<file path="config.mk">
export PLATFORM = sky130hd
export DESIGN_NAME = pipe_adder
export DESIGN_NICKNAME = d
export VERILOG_FILES = /design/src/rtl/pipe_adder_pkg.sv /design/src/rtl/fa_cell.sv /design/src/rtl/pipe_adder.sv
export SDC_FILE = /design/constraint.sdc
export NUM_CORES = 1
export LEC_CHECK = 0
export CAP_MARGIN = 0
export CELL_PAD_IN_SITES_DETAIL_PLACEMENT = 1
export CELL_PAD_IN_SITES_GLOBAL_PLACEMENT = 1
export CORE_ASPECT_RATIO = 1.1
export CORE_UTILIZATION = 45
export DETAILED_ROUTE_END_ITERATION = 6
export GPL_TIMING_DRIVEN = 0
export MAX_ROUTING_LAYER = met4
export PLACE_DENSITY_LB_ADDON = 0.1
export SLEW_MARGIN = 40
export SYNTH_ARGS = -nofsm -noshare
export SYNTH_HDL_FRONTEND = slang
export SYNTH_SLANG_ARGS = --single-unit
</file>
<file path="constraint.sdc">
create_clock -name clk -period 2.97 [get_ports clk]
set_clock_uncertainty 0.1 [all_clocks]
set_input_delay 0.594 -clock clk [delete_from_list [all_inputs] [get_ports clk]]
set_output_delay 0.594 -clock clk [all_outputs]
set_load 0.02 [all_outputs]
</file>
<file path="src/rtl/pipe_adder_pkg.sv">
// pipe_adder_pkg: shared chunk-width helper and stage control record for pipe_adder.
package pipe_adder_pkg;
  function automatic int chunk_width(input int width, input int stages);
    return width / stages;
  endfunction
  typedef struct packed {
    logic valid;
    logic carry;
  } stage_ctl_t;
endpackage

</file>
<file path="src/rtl/fa_cell.sv">
// fa_cell: one-bit full adder built from xor/and/or gates.
module fa_cell (
  input  logic a,
  input  logic b,
  input  logic ci,
  output logic s,
  output logic co
);
  logic p;
  assign p  = a ^ b;
  assign s  = p ^ ci;
  assign co = (a & b) | (p & ci);
endmodule

</file>
<file path="src/rtl/pipe_adder.sv">
// pipe_adder: pipelined ripple-carry adder, one chunk per stage, valid/ready both sides.
// Define ADD_SUB_EN to add a sub input that turns the operation into a - b.
module pipe_adder
  import pipe_adder_pkg::*;
#(
  parameter int WIDTH  = 16,
  parameter int STAGES = 4
) (
  input  logic             clk,
  input  logic             rst_n,
  input  logic             in_valid,
  output logic             in_ready,
  input  logic [WIDTH-1:0] a,
  input  logic [WIDTH-1:0] b,
  input  logic             cin,
`ifdef ADD_SUB_EN
  input  logic             sub,
`endif
  output logic             out_valid,
  input  logic             out_ready,
  output logic [WIDTH-1:0] sum,
  output logic             cout,
  output logic             ovf
);
  localparam int CW = chunk_width(WIDTH, STAGES);
  stage_ctl_t       ctl_q [STAGES];
  logic [WIDTH-1:0] a_q [STAGES];
  logic [WIDTH-1:0] b_q [STAGES];
  logic [WIDTH-1:0] s_q [STAGES];
  logic [WIDTH-1:0] a_in [STAGES];
  logic [WIDTH-1:0] b_in [STAGES];
  logic [WIDTH-1:0] s_in [STAGES];
  logic             c_in [STAGES];
  logic             v_in [STAGES];
  logic [CW-1:0]    sc [STAGES];
  logic [CW:0]      c [STAGES];
  logic [WIDTH-1:0] b_eff;
  logic             c_eff;
  logic             ovf_q;
  logic             adv;
  logic             unused_rem;
`ifdef ADD_SUB_EN
  assign b_eff = sub ? ~b : b;
  assign c_eff = sub | cin;
`else
  assign b_eff = b;
  assign c_eff = cin;
`endif
  assign adv        = !ctl_q[STAGES-1].valid || out_ready;
  assign in_ready   = adv;
  assign out_valid  = ctl_q[STAGES-1].valid;
  assign sum        = s_q[STAGES-1];
  assign cout       = ctl_q[STAGES-1].carry;
  assign ovf        = ovf_q;
  // the last stage has no higher chunks left to forward
  assign unused_rem = ^{a_q[STAGES-1], b_q[STAGES-1]};
  for (genvar k = 0; k < STAGES; k++) begin : g_st
    if (k == 0) begin : g_src
      assign a_in[k] = a;
      assign b_in[k] = b_eff;
      assign c_in[k] = c_eff;
      assign v_in[k] = in_valid;
      assign s_in[k] = '0;
    end else begin : g_src
      assign a_in[k] = a_q[k-1];
      assign b_in[k] = b_q[k-1];
      assign c_in[k] = ctl_q[k-1].carry;
      assign v_in[k] = ctl_q[k-1].valid;
      assign s_in[k] = s_q[k-1];
    end
    assign c[k][0] = c_in[k];
    for (genvar i = 0; i < CW; i++) begin : g_bit
      fa_cell u_fa (
        .a (a_in[k][k*CW+i]),
        .b (b_in[k][k*CW+i]),
        .ci(c[k][i]),
        .s (sc[k][i]),
        .co(c[k][i+1])
      );
    end
    always_ff @(posedge clk or negedge rst_n)
      if (!rst_n) begin
        ctl_q[k] <= '0;
        a_q[k]   <= '0;
        b_q[k]   <= '0;
        s_q[k]   <= '0;
      end else if (adv) begin
        ctl_q[k]             <= '{valid: v_in[k], carry: c[k][CW]};
        a_q[k]               <= a_in[k];
        b_q[k]               <= b_in[k];
        s_q[k]               <= s_in[k];
        s_q[k][k*CW +: CW]   <= sc[k];
      end
  end
  always_ff @(posedge clk or negedge rst_n)
    if (!rst_n) ovf_q <= 1'b0;
    else if (adv) ovf_q <= c[STAGES-1][CW] ^ c[STAGES-1][CW-1];
endmodule

</file>
==> out/results.ini <==
[worst_setup_path]
wp_data_arrival_ns=1.99
timing.critical_path.to_type=primary output
critical_path.reg2reg.endpoint=ovf
regToRegStartpoint=a_in[12]
worst_setup_path_start_kind=flip-flop
timing.reg2reg.worst_path_depth=9
critical_path.max_fanout=11
path_class=reg -> out
required_time_at_the_worst_slack_endpoint_ns=2.28
reg2reg_slack_ns=0.44

[routing]
total_via_count_in_the_routed_design=2222
detailedRoute.firstPassIterationCount=4
postRouteAntennaNets=0
drt_first_iter_violations=54
vias_per_cell=4.97
detail_route.wl_per_cell_um=17.3
total_wirelength_mm=7.74
route.detailed.drc=0

[global_routing]
grt_first_pass_wirelength_mm=12.8
grt_start_max_net_pins=57
gr-usage-all-layers_pct=19.0
grt_pass1_vias=2457
antenna_found_initial=0
global_route.overflow_total=0

[sta]
timing.max_slew.rel_slack_pct=77.7
finalHoldViolCount=0
finalCriticalPeriod_ns=2.68
setup_viol=0
final.hold.worst_slack_ns=0.00224
worst_slew_pin_slew_ns=0.334
final_max_tran_viols=0
finalCritPeriodShare_pct=90.4
rsz0062_at_grt=false
fmax_ghz=0.373

[synthesis]
synth_seq_area_share_pct=59.5
syn-instance-count=261
synth_area_per_cell_um2=15.6
netlist-cell-type-count=13
synth_nets=314
netlist_area_um2=4080
synth.ff_latch_count=97
yosys_warnings=0

[clock_tree]
tritoncts=yes
numCtsBuffers=9
cts_hold_repair.buffers=0
clock_tree.buffer_depth=2
cts.sink_count=97
cts_root_buffer=clkbuf_8
clock_latency_on_the_worst_skew_pair_ns=0.35
ctsHtreeMaxLevel=3
cts.reportedPaths.clkPinSlew_ns=0.09

[floorplanning]
core_area_um2=8830
io-pin-count=57
die_h_um=102
die-width_um=92.8
placement_rows=36
initial_core_utilization_pct=46.2
die_outline_area_um2=9450

[placement]
detailed_place.area_um2=4810
io_buffers=55
globalplace.congestion=0.725
dp_hpwl_mm=5.34

[finish]
layout.cells.most_common=dfrtp_1
finish.instance_area_um2=5000
syn2layout_area_growth_pct=22.6
design.final.nets=381
filler_cell_count=878
num_antenna_cells=0
layout.cells.most_common_list=dfrtp_1 (96), mux2_2 (79), clkdlybuf4s50_1 (53)
drive_gt1_share_pct=34.2

[power_and_ir_drop]
share_comb_of_total_power_pct=38.7
vdd.ir_drop.worst_mv=0.596
sw_frac_of_total_pct=32.3
clock_power_share_pct=17.1
power_density_over_cell_area_nw_per_um2=1010
cell_internal_pwr_mw=3.41
power.leakage_nw=2.18
netSwitchingPower_mw=1.63
report.power.total_mw=5.04
power.sequential.fraction_pct=44.2

[hold_path]
hp-class=in -> async

[job]
maxCapViolations=0

[status]
status=completed

==> critical path: stages (launching register included) <==
cell and delay (ns):
dfrtp_2 0.52, nand2b_4 0.10, buf_6 0.11, buf_6 0.17
buf_6 0.20, buf_6 0.17, dlygate4sd2_1 0.34
==> Yosys cell counts <==
cell type | n | area share, %
a21oi_1 | 9 | 1.1
mux2_4 | 5 | 1.8
nand2b_4 | 1 | 0.34
inv_1 | 28 | 2.6
buf_2 | 7 | 0.86
nand2b_1 | 1 | 0.15
xnor2_1 | 1 | 0.21
mux2i_1 | 3 | 0.74
nor3b_1 | 9 | 1.7
fa_1 | 16 | 7.9
mux2_2 | 79 | 22
buf_6 | 5 | 1.4
dfrtp_1 | 97 | 59
==> cell type report <==
type                            count  area [µm²]  share of cell area (%)
Clock inverter                      4        52.6                    1.05
Tap cell                          114         143                    2.85
Timing Repair Buffer               56         582                    11.6
Buffer                             12        91.3                    1.83
Clock buffer                       12         145                    2.90
Multi-Input combinational cell    124        1460                    29.1
Sequential cell                    97        2430                    48.5
Inverter                           28         105                    2.10
==> flip-flops by register name, summed over array words and instances, names as in the netlist <==
name,flops
a_in,24
b_in,24
c,3
cout,1
ctl_q,3
out_valid,1
ovf,1
s_in,24
sum,16
==> cells by family after synthesis <==
logic type | Yosys count | share of synthesized area, %
fa+ha+maj | 16 | 7.85
simple gates | 11 | 2.15
compound gates | 9 | 1.10
buf+inv | 40 | 4.81
flops | 97 | 59.5
mux | 87 | 24.4
xor+xnor | 1 | 0.215
==> per-layer routing <==
metal  GRT usage [%]  up-vias  routed length (µm)
met3            2.53        9                 238
li1                -      989                   -
met1            23.5     1181                3270
met4            7.46        0                 111
met2            32.1       43                4120
met5               -        -                   0
==> how the worst max path moves through the flow <==
stage | start | to | slack (ns) | cells after the start
2_1_floorplan | c[0] | ovf | 0.62 | 9
3_3_place_gp | rst_n | a_in[44] | -2.44 | 1
3_5_place_dp | b[0] | s_in[35] | 0.07 | 9
4_1_cts | out_valid | in_ready | 0.24 | 6
5_1_grt | out_valid | in_ready | 0.20 | 6
6_report | out_valid | in_ready | 0.29 | 6
==> metrics by stage <==
| stage | TNS (ns) | std cells | utilization (%) | worst slack (ns) |
|---|---|---|---|---|
| 2_1_floorplan | 0 | 261 | - | 0.616 |
| 3_3_place_gp | -236.35 | 430 | 54.1 | -2.44 |
| 3_5_place_dp | 0 | 431 | 54.4 | 0.0653 |
| 4_1_cts | 0 | 447 | 56.7 | 0.240 |
| 5_1_grt | 0 | 447 | 56.7 | 0.195 |
| 6_report | 0 | 447 | 56.7 | 0.286 |
==> power groups by stage <==
stage	registers (mW)	logic [mW]	clock network, mW
6_report	2.23	1.95	0.863
5_1_grt	2.32	2.16	0.923
4_1_cts	2.25	2.00	0.889
3_5_place_dp	2.27	1.98	0
3_3_place_gp	2.24	1.92	0
2_1_floorplan	2.31	1.18	0
==> what timing repair did <==
item,CTS,global route
resized for setup,2,0
buffers inserted,0,0
endpoints found under the setup margin,1,0
Power figures use the tool's default switching activity.
